$ cat config.mk
export PLATFORM = sky130hd
export DESIGN_NAME = port_responder_flat
export DESIGN_NICKNAME = d
export VERILOG_FILES = /design/src/rtl/port_responder_if.sv /design/src/rtl/port_responder.sv /design/src/flat_wrapper.sv
export SDC_FILE = /design/constraint.sdc
export NUM_CORES = 1
export LEC_CHECK = 0
export CAP_MARGIN = 40
export CORE_MARGIN = 5
export CORE_UTILIZATION = 61
export CTS_BUF_LIST = sky130_fd_sc_hd__clkbuf_8 sky130_fd_sc_hd__clkbuf_16
export CTS_CLUSTER_DIAMETER = 150
export CTS_CLUSTER_SIZE = 14
export DETAILED_ROUTE_END_ITERATION = 8
export GPL_ROUTABILITY_DRIVEN = 0
export GPL_TIMING_DRIVEN = 0
export PLACE_DENSITY_LB_ADDON = 0.08
export SLEW_MARGIN = 0
export SYNTH_ARGS = -nofsm -noshare
export SYNTH_HDL_FRONTEND = slang
export SYNTH_SLANG_ARGS = --single-unit
$ cat constraint.sdc
create_clock -name clk -period 8.3 [get_ports clk]
set_clock_uncertainty 0.15 [all_clocks]
set_input_delay 1.245 -clock clk [delete_from_list [all_inputs] [get_ports clk]]
set_output_delay 1.245 -clock clk [all_outputs]
set_load 0.03 [all_outputs]
$ cat src/rtl/port_responder_if.sv
// ============================================================================
// Module      : port_responder_if
// Description : CPU port bus plus TX/RX valid-ready links for port_responder.
// Revision    : 1.0
// ============================================================================
`default_nettype none

interface port_responder_if #(
    parameter int WORD_SIZE = 16
);
    logic [WORD_SIZE-1:0] portaddr;
    logic [WORD_SIZE-1:0] portval;
    logic                 portget;
    logic                 portset;
    logic [WORD_SIZE-1:0] portout;
    logic [WORD_SIZE-1:0] tx_data;
    logic                 tx_valid;
    logic                 tx_ready;
    logic [WORD_SIZE-1:0] rx_data;
    logic                 rx_valid;
    logic                 rx_ready;

    modport master (
        output portaddr, portval, portget, portset, tx_ready, rx_data, rx_valid,
        input  portout, tx_data, tx_valid, rx_ready
    );

    modport slave (
        input  portaddr, portval, portget, portset, tx_ready, rx_data, rx_valid,
        output portout, tx_data, tx_valid, rx_ready
    );
endinterface

`default_nettype wire

$ cat src/rtl/port_responder.sv
// ============================================================================
// Module      : port_responder
// Description : Port-bus target with DATA/STATUS/CONTROL window, TX and RX
//               FIFOs. Optional irq output under PORT_RESPONDER_IRQ_EN.
// Revision    : 1.0
// ============================================================================
`default_nettype none

module port_responder #(
    parameter int                   WORD_SIZE = 16,
    parameter logic [WORD_SIZE-1:0] BASE_ADDR = 16'h0010,
    parameter int                   DEPTH     = 4
) (
    input  wire logic         clk,
    input  wire logic         do_reset_n,
    port_responder_if.slave   bus
`ifdef PORT_RESPONDER_IRQ_EN
    ,
    output logic              irq
`endif
);

    localparam int         c_AW    = $clog2(DEPTH);
    localparam logic [3:0] c_DEPTH = 4'(DEPTH);

    // Reset asserts asynchronously and releases on a clock edge.
    logic [1:0] r_rst_sync;
    logic       w_rst_n;

    always_ff @(posedge clk or negedge do_reset_n) begin
        if (!do_reset_n) r_rst_sync <= 2'b00;
        else             r_rst_sync <= {r_rst_sync[0], 1'b1};
    end

    assign w_rst_n = r_rst_sync[1];

    logic [WORD_SIZE-1:0] w_off;
    logic                 w_in_win;
    logic                 w_wr;
    logic                 w_rd;
    logic                 w_wr_data;
    logic                 w_wr_ctrl;
    logic                 w_rd_data;

    // Unsigned subtraction makes addresses below the base wrap out of range.
    assign w_off     = bus.portaddr - BASE_ADDR;
    assign w_in_win  = (w_off < WORD_SIZE'(3));
    assign w_wr      = bus.portset & w_in_win;
    assign w_rd      = bus.portget & ~bus.portset & w_in_win;
    assign w_wr_data = w_wr && (w_off[1:0] == 2'd0);
    assign w_wr_ctrl = w_wr && (w_off[1:0] == 2'd2);
    assign w_rd_data = w_rd && (w_off[1:0] == 2'd0);

    logic [WORD_SIZE-1:0] r_tx_mem [DEPTH];
    logic [c_AW-1:0]      r_tx_wr;
    logic [c_AW-1:0]      r_tx_rd;
    logic [3:0]           r_tx_count;
    logic [WORD_SIZE-1:0] r_rx_mem [DEPTH];
    logic [c_AW-1:0]      r_rx_wr;
    logic [c_AW-1:0]      r_rx_rd;
    logic [3:0]           r_rx_count;
    logic                 r_txovf;
    logic                 r_rxunf;
    logic                 r_irq_en;
    logic [WORD_SIZE-1:0] r_portout;

    logic w_tx_full;
    logic w_tx_empty;
    logic w_tx_push;
    logic w_tx_pop;
    logic w_tx_flush;
    logic w_rx_full;
    logic w_rx_nonempty;
    logic w_rx_push;
    logic w_rx_pop;
    logic w_rx_flush;

    assign w_tx_full     = (r_tx_count == c_DEPTH);
    assign w_tx_empty    = (r_tx_count == 4'd0);
    assign w_tx_push     = w_wr_data & ~w_tx_full;
    assign w_tx_pop      = ~w_tx_empty & bus.tx_ready;
    assign w_tx_flush    = w_wr_ctrl & bus.portval[1];
    assign w_rx_full     = (r_rx_count == c_DEPTH);
    assign w_rx_nonempty = (r_rx_count != 4'd0);
    assign w_rx_pop      = w_rd_data & w_rx_nonempty;
    // A full RX still takes a word when the CPU pops in the same cycle.
    assign w_rx_push     = bus.rx_valid & (~w_rx_full | w_rx_pop);
    assign w_rx_flush    = w_wr_ctrl & bus.portval[2];

    assign bus.tx_valid  = ~w_tx_empty;
    assign bus.tx_data   = w_tx_empty ? '0 : r_tx_mem[r_tx_rd];
    assign bus.rx_ready  = ~w_rx_full;
    assign bus.portout   = r_portout;

    always_ff @(posedge clk or negedge w_rst_n) begin
        if (!w_rst_n) begin
            r_tx_wr    <= '0;
            r_tx_rd    <= '0;
            r_tx_count <= '0;
            for (int i = 0; i < DEPTH; i++) r_tx_mem[i] <= '0;
        end else if (w_tx_flush) begin
            r_tx_wr    <= '0;
            r_tx_rd    <= '0;
            r_tx_count <= '0;
        end else begin
            if (w_tx_push) begin
                r_tx_mem[r_tx_wr] <= bus.portval;
                r_tx_wr           <= r_tx_wr + 1'b1;
            end
            if (w_tx_pop) r_tx_rd <= r_tx_rd + 1'b1;
            r_tx_count <= r_tx_count + {3'b000, w_tx_push} - {3'b000, w_tx_pop};
        end
    end

    always_ff @(posedge clk or negedge w_rst_n) begin
        if (!w_rst_n) begin
            r_rx_wr    <= '0;
            r_rx_rd    <= '0;
            r_rx_count <= '0;
            for (int i = 0; i < DEPTH; i++) r_rx_mem[i] <= '0;
        end else if (w_rx_flush) begin
            r_rx_wr    <= '0;
            r_rx_rd    <= '0;
            r_rx_count <= '0;
        end else begin
            if (w_rx_push) begin
                r_rx_mem[r_rx_wr] <= bus.rx_data;
                r_rx_wr           <= r_rx_wr + 1'b1;
            end
            if (w_rx_pop) r_rx_rd <= r_rx_rd + 1'b1;
            r_rx_count <= r_rx_count + {3'b000, w_rx_push} - {3'b000, w_rx_pop};
        end
    end

    logic [15:0]          w_status;
    logic [WORD_SIZE-1:0] w_rd_val;

    assign w_status = {r_tx_count, r_rx_count, 2'b00, r_irq_en, r_rxunf, r_txovf,
                       w_tx_empty, w_tx_full, w_rx_nonempty};

    always_comb begin
        w_rd_val = '0;
        case (w_off[1:0])
            2'd0:    w_rd_val = w_rx_nonempty ? r_rx_mem[r_rx_rd] : '0;
            2'd1:    w_rd_val = WORD_SIZE'(w_status);
            2'd2:    w_rd_val = WORD_SIZE'({12'h000, r_irq_en, 3'b000});
            default: w_rd_val = '0;
        endcase
    end

    always_ff @(posedge clk or negedge w_rst_n) begin
        if (!w_rst_n) begin
            r_txovf   <= 1'b0;
            r_rxunf   <= 1'b0;
            r_irq_en  <= 1'b0;
            r_portout <= '0;
        end else begin
            if (w_rd) r_portout <= w_rd_val;
            if (w_wr_ctrl) begin
                r_irq_en <= bus.portval[3];
                if (bus.portval[0]) begin
                    r_txovf <= 1'b0;
                    r_rxunf <= 1'b0;
                end
            end
            if (w_wr_data && w_tx_full)     r_txovf <= 1'b1;
            if (w_rd_data && !w_rx_nonempty) r_rxunf <= 1'b1;
        end
    end

`ifdef PORT_RESPONDER_IRQ_EN
    always_ff @(posedge clk or negedge w_rst_n) begin
        if (!w_rst_n) irq <= 1'b0;
        else          irq <= r_irq_en & (w_rx_nonempty | r_txovf);
    end
`endif

endmodule

`default_nettype wire
$ cat src/flat_wrapper.sv
// flat-port wrapper written by rule: the top's interface ports become plain ports
module port_responder_flat 
#(
    parameter int                   WORD_SIZE = 16,
    parameter logic [WORD_SIZE-1:0] BASE_ADDR = 16'h0010,
    parameter int                   DEPTH     = 4
)
  (clk, do_reset_n, bus_portaddr, bus_portval, bus_portget, bus_portset, bus_tx_ready, bus_rx_data, bus_rx_valid, bus_portout, bus_tx_data, bus_tx_valid, bus_rx_ready);
  port_responder_if #(.WORD_SIZE(WORD_SIZE)) bus_i ();
  input  wire logic clk;
  input  wire logic do_reset_n;
  input wire logic [$bits(bus_i.portaddr)-1:0] bus_portaddr;
  input wire logic [$bits(bus_i.portval)-1:0] bus_portval;
  input wire logic [$bits(bus_i.portget)-1:0] bus_portget;
  input wire logic [$bits(bus_i.portset)-1:0] bus_portset;
  input wire logic [$bits(bus_i.tx_ready)-1:0] bus_tx_ready;
  input wire logic [$bits(bus_i.rx_data)-1:0] bus_rx_data;
  input wire logic [$bits(bus_i.rx_valid)-1:0] bus_rx_valid;
  output wire logic [$bits(bus_i.portout)-1:0] bus_portout;
  output wire logic [$bits(bus_i.tx_data)-1:0] bus_tx_data;
  output wire logic [$bits(bus_i.tx_valid)-1:0] bus_tx_valid;
  output wire logic [$bits(bus_i.rx_ready)-1:0] bus_rx_ready;
  assign bus_i.portaddr = bus_portaddr;
  assign bus_i.portval = bus_portval;
  assign bus_i.portget = bus_portget;
  assign bus_i.portset = bus_portset;
  assign bus_i.tx_ready = bus_tx_ready;
  assign bus_i.rx_data = bus_rx_data;
  assign bus_i.rx_valid = bus_rx_valid;
  assign bus_portout = bus_i.portout;
  assign bus_tx_data = bus_i.tx_data;
  assign bus_tx_valid = bus_i.tx_valid;
  assign bus_rx_ready = bus_i.rx_ready;
  port_responder #(.WORD_SIZE(WORD_SIZE), .BASE_ADDR(BASE_ADDR), .DEPTH(DEPTH)) u_core (.clk(clk), .do_reset_n(do_reset_n), .bus(bus_i));
endmodule
* Word-level counts from Yosys, hierarchy flattened *
Cells that the tools add are included.

word-level totals
  bits in registers = 165
  logic and storage cells = 111

operators by class
  add/subtract/negate cells = 9
  order comparisons = 7
  eq/ne operators = 4
  mux-type cells = 29
  bitwise operators = 20
  reductions and logical operators = 23

operators with widths
  cell                     number
  $bwmux W64               2
  $mux W16                 8
  $bmux W16 S2             2
  $demux W16 S2            2
  $pmux W16 S3             1
  $lt A16 B2 Y1 const B    1
  $mux W2                  8
  $reduce_bool A2 Y1       8
  $sub A16 B5 Y16 const B  1
  $ge A3 B3 Y1 const B     4
  $not A2 Y3               4
  $and A1 B1 Y1            9
  $add A2 B1 Y2 const B    4
  $add A4 B1 Y4            2
  $eq A4 B3 Y1 const B     2
  $mux W4                  2
  $reduce_and A2 Y1        4
  $sub A4 B1 Y4            2
  $logic_and A1 B1 Y1      7
  $lt A3 B1 Y1 const B     2
  $not A1 Y1               6
  $logic_not A4 Y1         1
  $mux W1                  4
  $reduce_bool A4 Y1       1
  5 further kinds          5

* Depth between registers and ports, before layout *
  depth after elaboration = 10
  gate-level depth with buffers = 12

* Least setup slack after synthesis *
OpenSTA, ideal clock, no wires.

  path kind = input to register
  start = in bus_portaddr[9]
  end = reg u_core.r_rx_count[1]
  library setup time = 0.119 ns
  data arrival time = 3.087 ns
  slack = 4.944 ns
  cell stages on the path = 9
  path through = nor4_2 -> nand3_2 -> buf_6 -> nor3_1 -> ha_1 -> inv_1 -> ha_1 -> fa_1 -> and2_1

between the ends
  word-level cells in the longest chain between the ends = 10

ends and longest elaborated chain
  what                    RTL line               RTL
  start: declaration      flat_wrapper.sv:12     input wire logic [$bits(bus_i.portaddr)-1:0] bus_portaddr;
  $sub A16 B5 Y16 *       port_responder.sv:46   assign w_off = bus.portaddr - BASE_ADDR;
  $lt A16 B2 Y1 *         port_responder.sv:47   assign w_in_win = (w_off < WORD_SIZE'(3));
  $and A1 B1 Y1           port_responder.sv:49   assign w_rd = bus.portget & ~bus.portset & w_in_win;
  $logic_and A1 B1 Y1     port_responder.sv:52   assign w_rd_data = w_rd && (w_off[1:0] == 2'd0);
  $and A1 B1 Y1           port_responder.sv:85   assign w_rx_pop = w_rd_data & w_rx_nonempty;
  $or A1 B1 Y1            port_responder.sv:87   assign w_rx_push = bus.rx_valid & (~w_rx_full | w_rx_pop);
  $and A1 B1 Y1           port_responder.sv:87
  $add A4 B1 Y4           port_responder.sv:131  r_rx_count <= r_rx_count + {3'b000, w_rx_push} - {3'b000, w_rx_pop};
  $sub A4 B1 Y4           port_responder.sv:131
  $mux W4 *               port_responder.sv:121  end else if (w_rx_flush) begin
  end signal: assignment  port_responder.sv:131
  end: declaration        port_responder.sv:61   logic [3:0] r_rx_count;

Mark *: on every way between the ends. The rest lies on a longest branch, timed or not.
A chain may end at the register's enable or synchronous reset.

* Worst setup path after layout *
  start = reg u_core.r_tx_rd[0]
  end = out bus_tx_data[13]

between the ends
  word-level cells in the longest chain between the ends = 5

ends and longest elaborated chain
  what                                          RTL line               RTL
  start: declaration                            port_responder.sv:56   logic [c_AW-1:0] r_tx_rd;
  start signal: assignment                      port_responder.sv:110  if (w_tx_pop) r_tx_rd <= r_tx_rd + 1'b1;
  $not A2 Y3 (not written as such)              port_responder.sv:91   assign bus.tx_data = w_tx_empty ? '0 : r_tx_mem[r_tx_rd];
  $bmux W16 S2                                  port_responder.sv:91
  $mux W16 (not written as such) (2 in series)  port_responder.sv:91
  $mux W16                                      port_responder.sv:91
  end: declaration                              flat_wrapper.sv:20     output wire logic [$bits(bus_i.tx_data)-1:0] bus_tx_data;

No other way between the ends. The select of a mux whose other input is x is not followed.

==> insert_results.sql <==
INSERT INTO impl_metrics (metric_group, metric, value, unit) VALUES
('status', 'run_status', 'finished, final reports clean', ''),
('clock_tree', 'cts.hold.buffers_added', '0', ''),
('synth', 'complex_gate_fraction_of_the_synthesized_area', '3.16', '%'),
('clock_tree', 'clock_insertion_delay_worst_skew', '0.42', 'ns'),
('clock_tree', 'cts_inserted_buffers', '17', ''),
('placed_design', 'dp_slack', '4.08', 'ns'),
('synth', 'main_combinational_cell_family_by_area_after_synthesis', 'multiplexers', ''),
('setup_path', 'worstPathMaxFanout', '10', ''),
('floorplan', 'placement_rows', '41', ''),
('clock_tree', 'clockBufferDepth', '2', ''),
('clock_tree', 'tritoncts', 'yes', ''),
('power', 'sw_ratio', '27.9', '%'),
('sta', 'tightest_slew_margin_relative_to_the_limit', '43.1', '%'),
('placed_design', 'place.detailed.hpwl', '11.7', 'mm'),
('routing', 'wire_length_after_detailed_routing', '16.9', 'mm'),
('synth', 'synth.cell_area', '7990', 'um2'),
('floorplan', 'die_height', '124', 'um'),
('routing', 'drt-wirelength-per-cell', '20.2', 'um'),
('sta', 'max_slew.worst_pin.slew', '0.849', 'ns'),
('synth', 'avgSynthCellArea', '14.7', 'um2'),
('sta', 'timing.setup.tns', '0', 'ns'),
('placed_design', 'placedInstanceArea', '9150', 'um2'),
('sta', 'finalMaxSlewViolations', '0', ''),
('setup_path', 'critical_path_required', '6.90', 'ns'),
('routing', 'detail_route.drc_violations', '0', ''),
('run', 'count_of_maximum_capacitance_violations', '0', ''),
('sta', 'maxClockFrequency', '0.222', 'GHz'),
('cells_and_area', 'drive_gt1_share', '34.2', '%'),
('floorplan', 'floorplan.die_area', '15500', 'um2'),
('setup_path', 'critPathCaptureType', 'output pin', ''),
('cells_and_area', 'num-nets-final', '729', ''),
('sta', 'setup_slack', '3.81', 'ns'),
('setup_path', 'worst_path_max_delay_cell', 'sky130_fd_sc_hd__clkdlybuf4s50_1', ''),
('synth', 'synthXorXnorAreaFrac', '0.877', '%'),
('placed_design', 'portBuffers', '87', ''),
('setup_path', 'crit_path_cell_trace', 'clkbuf_1, buf_2, mux4_2, nor2b_1, clkdlybuf4s50_1', ''),
('routing', 'routed-via-count', '4823', ''),
('power', 'ir_drop', '0.205', 'mV'),
('power', 'fin_total_pwr', '2.68', 'mW'),
('global_routing', 'grt_util_all_layers', '23.2', '%'),
('clock_tree', 'cts.sink_count', '165', ''),
('power', 'p_leak', '4.45', 'nW'),
('power', 'total_switching_power', '0.748', 'mW'),
('synth', 'ys_seq_area_share', '51.7', '%'),
('synth', 'synth-async-reset-ratio', '100', '%'),
('synth', 'synth.mux.area_fraction', '29.3', '%'),
('setup_path', 'critical-path-max-stage-delay', '0.64', 'ns'),
('cells_and_area', 'mostFrequentLayoutCell', 'sky130_fd_sc_hd__dfrtp_1', ''),
('global_routing', 'grt_pass1_wl', '28.4', 'mm'),
('sta', 'unrepaired_setup_endpoints_after_global_routing', 'no', ''),
('setup_path', 'reg2reg_setup_slack', '5.29', 'ns'),
('sta', 'report.final.hold_viol_count', '0', ''),
('global_routing', 'number_of_global_route_vias_before_repair', '5362', ''),
('power', 'power.share.sequential', '42.0', '%'),
('clock_tree', 'clk_transition_reported_paths', '0.06', 'ns'),
('floorplan', 'io_pins', '88', ''),
('setup_path', 'worstSetupPathType', 'flop to output pin', ''),
('routing', 'detail_route.first_pass.iterations', '4', ''),
('sta', 'fin_worst_hold_slack', '0.128', 'ns'),
('cells_and_area', 'commonest_cells_after_routing_fill_and_taps_aside', 'sky130_fd_sc_hd__dfrtp_1, sky130_fd_sc_hd__mux2_2, sky130_fd_sc_hd__clkdlybuf4s50_1, sky130_fd_sc_hd__mux2_4, sky130_fd_sc_hd__nor2_1', ''),
('power', 'internal-power', '1.93', 'mW'),
('global_routing', 'globalRoute.totalOverflow', '0', ''),
('floorplan', 'initial_core_util', '62.8', '%'),
('global_routing', 'antenna_found_initial', '0', ''),
('synth', 'synth_adder_area_share', '3.63', '%'),
('routing', 'dr_iter_0_viols', '314', ''),
('sta', 'layout_worst_path_cycle_share', '54.2', '%'),
('synth', 'synthesis.yosys.warnings', '0', ''),
('routing', 'ant_nets', '0', ''),
('synth', 'fraction_of_the_mapped_netlist_area_in_simple_logic_gates', '7.25', '%'),
('min_path', 'hold_path_class', 'flop to async pin', '');
## critical path, delay by kind of cell, from the launching register on
kind | cells | cell delay [ns]
buf+inv | 3 | 1.66
mux | 1 | 0.53
flops | 1 | 0.33
simple gates | 1 | 0.16
## cell type report
type	count	area [um2]
buffer	32	248
clock buffer	20	467
clock inverter	12	113
fill	823	3000
inverter	20	75.1
multi-input combinational	327	3550
sequential	165	4130
tap	172	215
timing repair buffer	90	931
## registers in the layout (all words and copies together), names as in the netlist
register            cells
u_core.r_rxunf          1
u_core.r_rx_rd          2
u_core.bus.portout     16
u_core.r_tx_wr          2
u_core.r_tx_rd          2
u_core.r_txovf          1
u_core.r_rx_mem        64
u_core.r_irq_en         1
u_core.r_tx_count       4
u_core.r_rst_sync       2
u_core.r_tx_mem        64
u_core.r_rx_wr          2
u_core.r_rx_count       4
## cells in the mapped netlist (4+ instances only)
library cell               instances  area, um2
sky130_fd_sc_hd__and2_1            6       37.5
sky130_fd_sc_hd__a221oi_1         11       96.3
sky130_fd_sc_hd__mux2_4           40        601
sky130_fd_sc_hd__buf_2             8       40.0
sky130_fd_sc_hd__buf_12            4       80.1
sky130_fd_sc_hd__buf_4             4       30.0
sky130_fd_sc_hd__ha_1             20        250
sky130_fd_sc_hd__inv_1            20       75.1
sky130_fd_sc_hd__and3_1            4       25.0
sky130_fd_sc_hd__dfrtp_1         165       4130
sky130_fd_sc_hd__mux4_2           32        721
sky130_fd_sc_hd__xnor2_1           7       61.3
sky130_fd_sc_hd__mux2_2           90       1010
sky130_fd_sc_hd__clkbuf_1         10       37.5
sky130_fd_sc_hd__nor2_1           39        146
sky130_fd_sc_hd__nor2b_1          20        125
sky130_fd_sc_hd__nand2_1          13       48.8
sky130_fd_sc_hd__buf_6             5       56.3
## power groups by stage
stage	clock (mW)	sequential, mW	combinational (mW)
2_1_floorplan	0	1.10	0.620
3_3_place_gp	0	1.13	0.750
3_5_place_dp	0	1.13	0.792
4_1_cts	0.780	1.12	0.801
5_1_grt	0.814	1.15	0.862
6_report	0.766	1.13	0.787
## cells by family (layout without fill, tap and decap cells)
logic type	count (synthesis)	count (layout)
fa+ha+maj	22	22
xor+xnor	8	8
flops	165	165
other cells	1	1
buf+inv	52	174
simple gates	104	104
compound gates	29	29
mux	163	163
## worst paths after layout
kind,to,start,depth (start not counted)
max in group asynchronous,u_core.r_rst_sync[1],do_reset_n,1
max reg2reg,u_core.r_tx_count[2],u_core.r_tx_count[2],10
min reg2reg,u_core.r_rx_mem[16],u_core.r_rst_sync[1],0
max,bus_tx_data[13],u_core.r_tx_rd[0],5
min in group clk,u_core.r_rst_sync[1],u_core.r_rst_sync[0],0
min,u_core.r_rx_mem[16],u_core.r_rst_sync[1],0
## per-stage QoR
stage	cells	utilization [%]
floorplan	544	-
global placement	803	71.4
detailed placement	806	71.9
CTS	838	76.5
global route	838	76.5
finish	838	76.5
## per-layer routing
layer | up-vias | GRT usage [%] | wire (um)
met1 | 2520 | 29.3 | 7220
met4 | 0 | 9.41 | 471
met5 | - | 0 | 0
li1 | 2164 | - | -
met2 | 112 | 38.7 | 8570
met3 | 27 | 5.57 | 674
Power figures use the tool's default switching activity.
